$ cat config.mk
export PLATFORM = sky130hd
export DESIGN_NAME = move_issuer
export DESIGN_NICKNAME = d
export VERILOG_FILES = /design/src/rtl/game_pkg.sv /design/src/rtl/line_checker.sv /design/src/rtl/move_issuer.sv
export SDC_FILE = /design/constraint.sdc
export NUM_CORES = 1
export LEC_CHECK = 0
export ABC_AREA = 1
export CAP_MARGIN = 40
export CORE_ASPECT_RATIO = 1.5
export CORE_MARGIN = 5
export CORE_UTILIZATION = 50
export CTS_BUF_LIST = sky130_fd_sc_hd__clkbuf_8
export DETAILED_ROUTE_END_ITERATION = 8
export PLACE_DENSITY = 0.82
export SKIP_LAST_GASP = 1
export SYNTH_ARGS = -nofsm -noshare
export SYNTH_HDL_FRONTEND = slang
export SYNTH_SLANG_ARGS = --single-unit
$ cat constraint.sdc
create_clock -name clk -period 2.35 [get_ports clk]
set_clock_uncertainty 0.05 [all_clocks]
set_input_delay 0.235 -clock clk [delete_from_list [all_inputs] [get_ports clk]]
set_output_delay 0.235 -clock clk [all_outputs]
set_load 0.02 [all_outputs]
$ cat src/rtl/game_pkg.sv
// Shared encodings for the tic-tac-toe turn controller and its display/score neighbours.
// Holds mark and game_state codes plus the table of the eight winning lines.
package game_pkg;

    localparam logic [1:0] MARK_X    = 2'b10;
    localparam logic [1:0] MARK_O    = 2'b01;
    localparam logic [1:0] MARK_NONE = 2'b00;

    localparam logic [1:0] GS_IDLE = 2'b00;
    localparam logic [1:0] GS_PLAY = 2'b01;
    localparam logic [1:0] GS_BUSY = 2'b10;
    localparam logic [1:0] GS_OVER = 2'b11;

    // Rows, columns, then both diagonals; cell order inside a line is irrelevant.
    localparam logic [7:0][2:0][3:0] WIN_LINES = '{
        '{4'd0, 4'd1, 4'd2},
        '{4'd3, 4'd4, 4'd5},
        '{4'd6, 4'd7, 4'd8},
        '{4'd0, 4'd3, 4'd6},
        '{4'd1, 4'd4, 4'd7},
        '{4'd2, 4'd5, 4'd8},
        '{4'd0, 4'd4, 4'd8},
        '{4'd2, 4'd4, 4'd6}
    };

endpackage

$ cat src/rtl/line_checker.sv
// Combinational three-in-a-row detector for one player's mark over the 3x3 grid.
// An empty mark never reports a hit, so an all-empty line cannot count as a win.
module line_checker
    import game_pkg::*;
(
    input  logic [1:0] g0,
    input  logic [1:0] g1,
    input  logic [1:0] g2,
    input  logic [1:0] g3,
    input  logic [1:0] g4,
    input  logic [1:0] g5,
    input  logic [1:0] g6,
    input  logic [1:0] g7,
    input  logic [1:0] g8,
    input  logic [1:0] mark,
    output logic       hit
);

    logic [1:0] cells [9];

    assign cells[0] = g0;
    assign cells[1] = g1;
    assign cells[2] = g2;
    assign cells[3] = g3;
    assign cells[4] = g4;
    assign cells[5] = g5;
    assign cells[6] = g6;
    assign cells[7] = g7;
    assign cells[8] = g8;

    always_comb begin
        hit = 1'b0;
        for (int l = 0; l < 8; l++) begin
            if (mark != MARK_NONE &&
                cells[WIN_LINES[l][0]] == mark &&
                cells[WIN_LINES[l][1]] == mark &&
                cells[WIN_LINES[l][2]] == mark)
                hit = 1'b1;
        end
    end

endmodule

$ cat src/rtl/move_issuer.sv
// Turn controller: moves a cursor, issues one-cycle marks to the recorder, waits for
// the registered grid to settle, then checks whether the mover completed a line.
//
// state  | meaning
// IDLE   | waiting for start
// PLAY   | cursor moves, confirm accepted on empty cell, optional turn timeout
// ISSUE  | mark driven for exactly one cycle
// SETTLE | waiting for recorder grid to update
// CHECK  | evaluate mover's lines; win -> OVER, else next turn
// OVER   | winner held until rst
module move_issuer
    import game_pkg::*;
#(
    parameter int SETTLE_CYCLES  = 2,
    parameter int TIMEOUT_CYCLES = 0
) (
    input  logic       clk,
    input  logic       rst,
    input  logic       start,
    input  logic       btn_left,
    input  logic       btn_right,
    input  logic       btn_confirm,
    input  logic [1:0] g0,
    input  logic [1:0] g1,
    input  logic [1:0] g2,
    input  logic [1:0] g3,
    input  logic [1:0] g4,
    input  logic [1:0] g5,
    input  logic [1:0] g6,
    input  logic [1:0] g7,
    input  logic [1:0] g8,
    output logic [1:0] game_state,
    output logic       whosTurn,
    output logic [1:0] mark,
    output logic [3:0] position,
    output logic [3:0] cursor,
    output logic [1:0] winner,
    output logic       reject
);

    localparam logic [2:0] S_IDLE   = 3'd0;
    localparam logic [2:0] S_PLAY   = 3'd1;
    localparam logic [2:0] S_ISSUE  = 3'd2;
    localparam logic [2:0] S_SETTLE = 3'd3;
    localparam logic [2:0] S_CHECK  = 3'd4;
    localparam logic [2:0] S_OVER   = 3'd5;

    localparam int SW = (SETTLE_CYCLES > 1) ? $clog2(SETTLE_CYCLES) : 1;
    localparam int TW = (TIMEOUT_CYCLES > 1) ? $clog2(TIMEOUT_CYCLES) : 1;

    logic [2:0]    state;
    logic [SW-1:0] settle_cnt;
    logic [TW-1:0] timeout_cnt;
    logic [1:0]    grid [9];
    logic [1:0]    mover_mark;
    logic          accept;
    logic          hit;

    assign grid[0] = g0;
    assign grid[1] = g1;
    assign grid[2] = g2;
    assign grid[3] = g3;
    assign grid[4] = g4;
    assign grid[5] = g5;
    assign grid[6] = g6;
    assign grid[7] = g7;
    assign grid[8] = g8;

    assign mover_mark = whosTurn ? MARK_X : MARK_O;
    assign accept     = btn_confirm && (grid[cursor] == MARK_NONE);
    assign mark       = (state == S_ISSUE) ? mover_mark : MARK_NONE;

    line_checker u_line_checker (
        .g0  (g0),
        .g1  (g1),
        .g2  (g2),
        .g3  (g3),
        .g4  (g4),
        .g5  (g5),
        .g6  (g6),
        .g7  (g7),
        .g8  (g8),
        .mark(mover_mark),
        .hit (hit)
    );

    always_comb begin
        game_state = GS_IDLE;
        case (state)
            S_IDLE:                     game_state = GS_IDLE;
            S_PLAY:                     game_state = GS_PLAY;
            S_ISSUE, S_SETTLE, S_CHECK: game_state = GS_BUSY;
            S_OVER:                     game_state = GS_OVER;
            default:                    game_state = GS_IDLE;
        endcase
    end

    always_ff @(posedge clk) begin
        if (rst) begin
            state       <= S_IDLE;
            whosTurn    <= 1'b1;
            position    <= 4'd0;
            cursor      <= 4'd4;
            winner      <= MARK_NONE;
            reject      <= 1'b0;
            settle_cnt  <= '0;
            timeout_cnt <= '0;
        end else begin
            reject <= 1'b0;
            case (state)
                S_IDLE: begin
                    if (start)
                        state <= S_PLAY;
                end
                S_PLAY: begin
                    if (btn_confirm) begin
                        if (accept) begin
                            position <= cursor;
                            state    <= S_ISSUE;
                        end else begin
                            reject <= 1'b1;
                        end
                    end else if (btn_right && !btn_left) begin
                        cursor <= (cursor == 4'd8) ? 4'd0 : cursor + 4'd1;
                    end else if (btn_left && !btn_right) begin
                        cursor <= (cursor == 4'd0) ? 4'd8 : cursor - 4'd1;
                    end
                    // A rejected confirm still lets the turn clock run.
                    if (TIMEOUT_CYCLES > 0 && !accept) begin
                        if (timeout_cnt == TW'(TIMEOUT_CYCLES - 1)) begin
                            whosTurn    <= ~whosTurn;
                            timeout_cnt <= '0;
                        end else begin
                            timeout_cnt <= timeout_cnt + 1'b1;
                        end
                    end
                end
                S_ISSUE: begin
                    settle_cnt <= SW'(SETTLE_CYCLES - 1);
                    state      <= S_SETTLE;
                end
                S_SETTLE: begin
                    if (settle_cnt == '0)
                        state <= S_CHECK;
                    else
                        settle_cnt <= settle_cnt - 1'b1;
                end
                S_CHECK: begin
                    if (hit) begin
                        winner <= mover_mark;
                        state  <= S_OVER;
                    end else begin
                        whosTurn    <= ~whosTurn;
                        timeout_cnt <= '0;
                        state       <= S_PLAY;
                    end
                end
                S_OVER: ;
                default: state <= S_IDLE;
            endcase
        end
    end

endmodule
==> results of run 1 <==
==> metal layers <==
metal / vias up / wire (microns)
met2: 39 / 1780
li1: 812 / -
met4: 0 / 60
met3: 6 / 173
met1: 648 / 1440
met5: - / 0
==> state kept, by name (all words and copies together), names as in the netlist <==
name        cells
settle_cnt      1
cursor          4
state           3
position        4
winner          2
reject          1
whosTurn        1
==> critical path, stage by stage, from the launching register on <==
cell and delay (ps):
dfxtp_1 330, inv_1 120, nand2_1 90, nor2_1 210, inv_1 120, nand3b_1 100, clkdlybuf4s50_1 600
==> cell usage after synthesis <==
cell | number | share of area
nand2_1 | 65 | 0.18
inv_1 | 41 | 0.12
nor2_1 | 29 | 0.082
nand3_1 | 20 | 0.075
a21oi_1 | 16 | 0.060
dfxtp_1 | 16 | 0.24
o21ai_0 | 16 | 0.060
nor3_1 | 4 | 0.015
buf_6 | 3 | 0.025
ha_1 | 3 | 0.028
nand3_2 | 3 | 0.023
a21boi_0 | 2 | 0.011
o21ai_1 | 2 | 0.0075
a211oi_1 | 1 | 0.0057
a32o_1 | 1 | 0.0075
buf_1 | 1 | 0.0028
buf_4 | 1 | 0.0057
inv_2 | 1 | 0.0028
inv_6 | 1 | 0.0066
nand2_2 | 1 | 0.0047
nand3b_1 | 1 | 0.0057
nor2_2 | 1 | 0.0047
nor2_4 | 1 | 0.0085
nor4_1 | 1 | 0.0047
o21bai_1 | 1 | 0.0057
xnor2_1 | 1 | 0.0066
==> logic make-up after synthesis <==
logic type	count (synthesis)	share of synthesized area
DFF	16	0.241
and+or+nand+nor	126	0.407
adders and majority gates	3	0.0283
buffers and inverters	48	0.159
xor gates and xnor gates	1	0.00659
AOI/OAI and AO/OA	39	0.158
==> power by group <==
| group | internal (mW) | total [mW] | switching, mW |
|---|---|---|---|
| combinational | 0.277 | 0.676 | 0.399 |
| sequential | 0.320 | 0.376 | 0.0562 |
| clock | 0.148 | 0.239 | 0.0906 |
==> final cells by class <==
cell class                 count  share of cell area
sequential                    16               0.180
clock buffer                   4              0.0309
tap                           37              0.0260
multi-input combinational    169               0.447
inverter                      43              0.0933
timing repair buffer          40               0.223
==> final timing paths <==
| check | startpoint | to |
|---|---|---|
| min | position[1] | position[1] |
| max reg2reg | whosTurn | state[2] |
| min reg2reg | position[1] | position[1] |
| max | state[0] | game_state[1] |
==> out/qor.txt, run 1 <==
r2r setup slk: 530 ps
Clock Latency Late Sink: 240 ps
worst path arrival time: 1810 ps
Setup crit end kind: primary output
met2 Track Usage GR: 0.376
Fin. Hold Viols: 0
Post-Syn Nets: 260
Max FO, Critical Path: 4
Post-DP Area: 1730 sq um
global route hottest layer: met2
Storage cell area: 320 sq um
Setup CP Type: flop to primary output
Worst R2R Path Depth: 12
status: completed
Core Util, Final: 0.681
gr ovfl total: 0
Die Area: 3810 sq um
per-cell routed wire length: 11.2 microns
IO Pins: 40
RSZ-0062 raised after global routing: no
area grow syn2layout: 34.2%
initial antenna violation count: 0
first-pass GRT wire length: 5.91 mm
worst hold margin: 399 ps
HPWL after DPL: 2.77 mm
Setup crit start kind: flop
vias in the first global route: 1468
critical path required time: 2070 ps
maximum clock path buffer count: 2
fmax: 476 MHz
CTS buffer count: 3
clock-pin slew on the worst setup and hold paths: 70 ps
final worst path period share: 0.893
average vias per placed instance: 4.87
antenna viol nets, final: 0
Post-Syn Area: 1330 sq um
most frequent cells in the layout: 65 x nand2_1, 41 x inv_1, 39 x clkdlybuf4s50_1
fillcell total: 236
die width: 52.1 microns
Setup TNS: 0 ps
commonest non-fill, non-tap cell in the layout: nand2_1
synth warn: 0
register bit total from synthesis: 16
Post-CTS Resized: 0
cell count after placement: 305
Worst Tran Pin Value: 418 ps
gr usage total: 0.199
DR DRC count: 0
CTS tree: built
total number of vias: 1505
Layout Nets: 300
# rows: 23
Hold Path Depth: 2
Pwr Total: 1.29 mW
syn_area_per_cell: 5.70 sq um
setup violators final: 0
P_leak: 0.853 nW
n_diodes: 0
clk root buf: clkbuf_8
core area: 2620 sq um
met3 Use GR: 0.0245
IO buf count: 39
area of the multi-input gates: 797 sq um
Routability Congestion: 0.855
max-slew violations: 0
Starting Density: 0.507
# Post-CTS Setup Buffers: 0
Syn Inst Count: 233
die height: 73.1 microns
power per cell area: 724 nW/um^2
Layout Cells excl Fill: 309
Hold Path Class: flop to flop
routing usage on met1: 0.220
Seq/Total Area, Yosys: 0.241
relative slew slack: 0.721
DRT iter0 DRCs: 45
Sink Count: 16
Max Cap Viol: 0
proportion of layout cells with a drive suffix above 1: 0.0478
VDD IR max: 0.592 mV
Setup WS post-layout: 251 ps
dpl ws: 510 ps
Hold Buf Count CTS: 0
cell area after layout: 1780 sq um
Netlist cell types: 26
largest net degree at the start of global routing: 18
WL final: 3.45 mm
H-Tree Depth: 1
min Tclk post-route: 2100 ps
TritonRoute pass-1 iters: 4
No activity file was read; power rests on OpenSTA's default activity.
==> inputs of run 2 (changes only) <==
--- a/config.mk
+++ b/config.mk
@@ -9,11 +9,13 @@
 export CAP_MARGIN = 40
 export CORE_ASPECT_RATIO = 1.5
 export CORE_MARGIN = 5
-export CORE_UTILIZATION = 50
+export CORE_UTILIZATION = 44
 export CTS_BUF_LIST = sky130_fd_sc_hd__clkbuf_8
+export CTS_CLUSTER_SIZE = 28
 export DETAILED_ROUTE_END_ITERATION = 8
-export PLACE_DENSITY = 0.82
+export PLACE_DENSITY = 0.77
 export SKIP_LAST_GASP = 1
 export SYNTH_ARGS = -nofsm -noshare
 export SYNTH_HDL_FRONTEND = slang
 export SYNTH_SLANG_ARGS = --single-unit
+export TNS_END_PERCENT = 20
==> constraint.sdc (replaced) <==
create_clock -name clk -period 1.75 [get_ports clk]
set_clock_uncertainty 0.05 [all_clocks]
set_input_delay 0.175 -clock clk [delete_from_list [all_inputs] [get_ports clk]]
set_output_delay 0.175 -clock clk [all_outputs]
set_load 0.02 [all_outputs]
==> run 2 against run 1 <==
The flow now finishes with violations (negative setup slack). Setup slack worse by 420 ps. First-iteration DRC count is 33% lower. Clock-buffer cell count down 1. Largest cell class unchanged. Highest routed layer unchanged.
==> out/qor.txt, run 2 (synthesis gave the netlist of run 1 again) <==
Starting Density: 0.456
Sink Count: 16
total number of vias: 1576
family with the most delay on the worst path: buffers and inverters
n_diodes: 0
Routability Congestion: 0.867
final worst path period share: 1.09
Post-DP Area: 1810 sq um
DRT iter0 DRCs: 30
IO Pins: 40
status: finished, violations left
IO buf count: 39
clk root buf: clkbuf_8
Slowest cell on crit path: clkdlybuf4s50_1
largest registers: cursor (4), position (4), state (3)
failing checks: negative setup slack
Setup CP Type: flop to primary output
Worst R2R Path Depth: 12
per-cell routed wire length: 11.0 microns
cells along the critical path: inv_1 -> nor2_1 -> nand2_1 -> nor2_1 -> clkdlybuf4s50_1
Clock Latency Late Sink: 240 ps
Setup crit end kind: primary output
H-Tree Depth: 1
Max Cap Viol: 0
largest net degree at the start of global routing: 18
DR DRC count: 0
fillcell total: 310
VDD IR max: 0.744 mV
die width: 54.9 microns
initial antenna violation count: 0
fmax: 522 MHz
P_leak: 0.916 nW
proportion of layout cells with a drive suffix above 1: 0.0783
die height: 77.3 microns
vias in the first global route: 1531
Hold Path Class: flop to flop
worst path arrival time: 1690 ps
CTS buffer count: 3
first-pass GRT wire length: 6.12 mm
Setup TNS: -164 ps
setup violators final: 1
Setup WS post-layout: -164 ps
max-slew violations: 0
Worst Tran Pin Value: 375 ps
power per cell area: 934 nW/um^2
core area: 2910 sq um
RSZ-0062 raised after global routing: yes
Setup crit start kind: flop
area of the multi-input gates: 797 sq um
# rows: 24
antenna viol nets, final: 0
clock-pin slew on the worst setup and hold paths: 60 ps
TritonRoute pass-1 iters: 4
Layout Nets: 310
crit-path max cell delay: 610 ps
HPWL after DPL: 2.94 mm
Max FO, Critical Path: 4
gr ovfl total: 0
area grow syn2layout: 39.1%
WL final: 3.53 mm
CTS tree: built
critical path required time: 1520 ps
# Post-CTS Setup Buffers: 0
relative slew slack: 0.748
maximum clock path buffer count: 2
Storage cell area: 320 sq um
most frequent cells in the layout: 65 x nand2_1, 41 x inv_1, 37 x clkdlybuf4s50_1
Core Util, Final: 0.634
Buf/Inv on CP: 2
Hold Path Depth: 2
min Tclk post-route: 1910 ps
Fin. Hold Viols: 0
cell area after layout: 1850 sq um
CP most frequent cell: nor2_1
average vias per placed instance: 4.93
gr usage total: 0.181
Die Area: 4240 sq um
commonest non-fill, non-tap cell in the layout: nand2_1
instance count on the critical path: 5
-- run 2: changes by cell type in the layout (fill, tap and decap cells not counted), sizes merged --
cell and change:
buf +10, clkbuf -1, clkdlybuf4s50 -2, dlygate4sd2 +1
dlymetal6s2s +1
-- run 2: final timing paths --
check | startpoint | to | slack [ps]
worst max-delay path | state[1] | mark[1] | -160
worst min-delay path | position[2] | position[2] | 400
worst max register to register | whosTurn | state[2] | 40
worst min register to register | position[2] | position[2] | 400
-- run 2: worst register-to-register path, delay by kind of cell, from the launching register on --
family        cells  cell delay (ps)
simple gates     11              930
buf+inv           1              210
flops             1              420
-- run 2: metrics by stage --
stage	std cells	power (mW)	setup slack (ps)	hold slack, ps
finish	320	1.73	-164	398
global placement	317	1.47	-50.1	383
global route	320	1.88	-352	413
detailed placement	317	1.48	-91.2	386
floorplan	233	1.14	40.1	285
CTS	320	1.74	-172	401
-- run 2: metal layers --
layer / up-vias / global-route usage / wire length, microns
li1: 826 / - / -
met1: 707 / 0.210 / 1440
met2: 35 / 0.322 / 1880
met3: 8 / 0.0174 / 123
met4: 0 / 0.0648 / 89
met5: - / 0 / 0
-- run 2: repair_timing --
item                                   CTS  global route
endpoints found under the hold margin    0             0
hold buffers                             0             0
setup endpoints to repair                3             9
resized for setup                        1             1
-- run 2: layout make-up --
| type | instances | share of cell area |
|---|---|---|
| flip-flops and latches | 16 | 0.173 |
| inverters | 43 | 0.0900 |
| multi-input cells | 169 | 0.431 |
| clock buffers | 3 | 0.0223 |
| repair buffers | 50 | 0.257 |
| well taps | 39 | 0.0264 |
-- run 2: power by group --
| group | leakage, nW | internal, mW | switching (mW) |
|---|---|---|---|
| clock | 0.0216 | 0.152 | 0.110 |
| combinational | 0.764 | 0.410 | 0.573 |
| sequential | 0.130 | 0.430 | 0.0516 |
==> inputs of run 3 (changes only) <==
--- a/config.mk
+++ b/config.mk
@@ -14,6 +14,7 @@
 export CTS_CLUSTER_SIZE = 28
 export DETAILED_ROUTE_END_ITERATION = 8
 export PLACE_DENSITY = 0.77
+export REMOVE_ABC_BUFFERS = 1
 export SKIP_LAST_GASP = 1
 export SYNTH_ARGS = -nofsm -noshare
 export SYNTH_HDL_FRONTEND = slang
==> run 3 against run 2 <==
The run still ends with negative setup slack left. Largest cell class unchanged. Fmax increased by 9.1%. Highest routed layer unchanged. Wire length increased by 3.3%. Sequential power rose by 2%. Register-to-register slack worse by 40 ps. Global-route usage increased by 0.56 points.
==> out/qor.txt, run 3 (synthesis gave the netlist of run 1 again) <==
dpl ws: -49.0 ps
Pwr Total: 1.82 mW
clock-pin slew on the worst setup and hold paths: 70 ps
first-pass GRT wire length: 6.12 mm
total number of vias: 1565
setup violators final: 2
HP Start: position[3]
Sink Count: 16
gr usage total: 0.186
Setup crit start kind: flop
CTS tree: built
worst r2r src: cursor[0]
maximum clock path buffer count: 2
Routability Congestion: 0.894
Fin. Hold Viols: 0
IO buf count: 39
proportion of layout cells with a drive suffix above 1: 0.0851
initial antenna violation count: 0
die height: 77.3 microns
Clock Latency Late Sink: 250 ps
P_leak: 0.948 nW
largest registers: cursor (4), position (4), state (3)
most frequent cells in the layout: 65 x nand2_1, 41 x inv_1, 36 x clkdlybuf4s50_1
Hold Path End: position[3]
Layout Nets: 310
gr ovfl total: 0
fillcell total: 289
Setup WS post-layout: -4.33 ps
min Tclk post-route: 1750 ps
Die Area: 4240 sq um
DR DRC count: 0
Worst Tran Pin Value: 365 ps
Worst R2R Path Depth: 8
# rows: 24
Max FO, Critical Path: 4
worst path arrival time: 1530 ps
relative slew slack: 0.754
antenna viol nets, final: 0
VDD IR max: 0.966 mV
failing checks: negative setup slack
# Post-CTS Setup Buffers: 0
die width: 54.9 microns
n_diodes: 0
vias in the first global route: 1542
core area: 2910 sq um
TritonRoute pass-1 iters: 4
largest net degree at the start of global routing: 18
r2r setup slk: -4 ps
average vias per placed instance: 4.88
power per cell area: 969 nW/um^2
Setup TNS: -4.62 ps
Setup CP Type: flop to primary output
Setup crit end kind: primary output
cell area after layout: 1880 sq um
H-Tree Depth: 1
CTS buffer count: 3
Hold Path Class: flop to flop
HPWL after DPL: 2.85 mm
Max Cap Viol: 0
critical path required time: 1520 ps
per-cell routed wire length: 11.4 microns
status: finished, violations left
DRT iter0 DRCs: 30
final worst path period share: 1.00
Starting Density: 0.456
clk root buf: clkbuf_8
area grow syn2layout: 41.6%
max-slew violations: 0
IO Pins: 40
RSZ-0062 raised after global routing: yes
Post-DP Area: 1820 sq um
WL final: 3.65 mm
Hold Path Depth: 2
fmax: 570 MHz
commonest non-fill, non-tap cell in the layout: nand2_1
FF-to-FF End: cursor[3]
[run 3: cell count changes in the layout (fill, tap and decap cells not counted), sizes merged]
cell / before / now
dlymetal6s2s: 1 / 2
clkbuf: 3 / 4
clkdlybuf4s50: 37 / 36
[run 3: final cells by class]
cell class              instances  area, sq um  share of cell area
multi-input cells             169          802               0.426
clock buffers                   4         55.1              0.0293
repair buffers                 50          489               0.260
well taps                      39         48.8              0.0259
inverters                      43          166              0.0884
flip-flops and latches         16          320               0.170
[run 3: through the flow]
step	utilization	hold WS, ps	instances
floorplan	-	194	228
global placement	0.624	386	317
detailed placement	0.624	392	317
CTS	0.643	406	321
global route	0.646	423	321
finish	0.646	400	321
[run 3: critical path, cell delays in order (launching register included)]
cell,delay (ps)
dfxtp_1,400
inv_1,80
nor2_1,160
nand2_1,150
nor2_1,130
dlygate4sd2_1,340
[run 3: repair_timing]
| item | in CTS | in global routing |
|---|---|---|
| gates cloned | 0 | 0 |
| pin swaps | 0 | 0 |
| hold endpoints to repair | 0 | 0 |
| hold buffers | 0 | 0 |
| endpoints found under the setup margin | 5 | 13 |
| resized for setup | 1 | 3 |
[run 3: worst max path at each step]
stage | endpoint | cells after the start | from | slack [ps]
2_1_floorplan | state[2] | 13 | whosTurn | -10
3_3_place_gp | state[2] | 14 | g4[0] | -40
3_5_place_dp | state[2] | 14 | g4[1] | -50
4_1_cts | mark[0] | 5 | state[1] | -220
5_1_grt | state[2] | 12 | whosTurn | -190
6_report | mark[1] | 5 | state[1] | -4
[run 3: per-layer routing]
layer,part of all wire,up-vias,wire (microns),track usage
li1,-,832,-,-
met1,0.42,676,1520,0.205
met2,0.52,48,1880,0.331
met3,0.044,9,160,0.0155
met4,0.025,0,91,0.0973
met5,0,-,0,0
[run 3: power by group]
group	switching, mW	total (mW)	internal (mW)
Combinational	0.573	1.00	0.427
Clock	0.135	0.335	0.200
Sequential	0.0600	0.490	0.430
Total	0.767	1.82	1.06
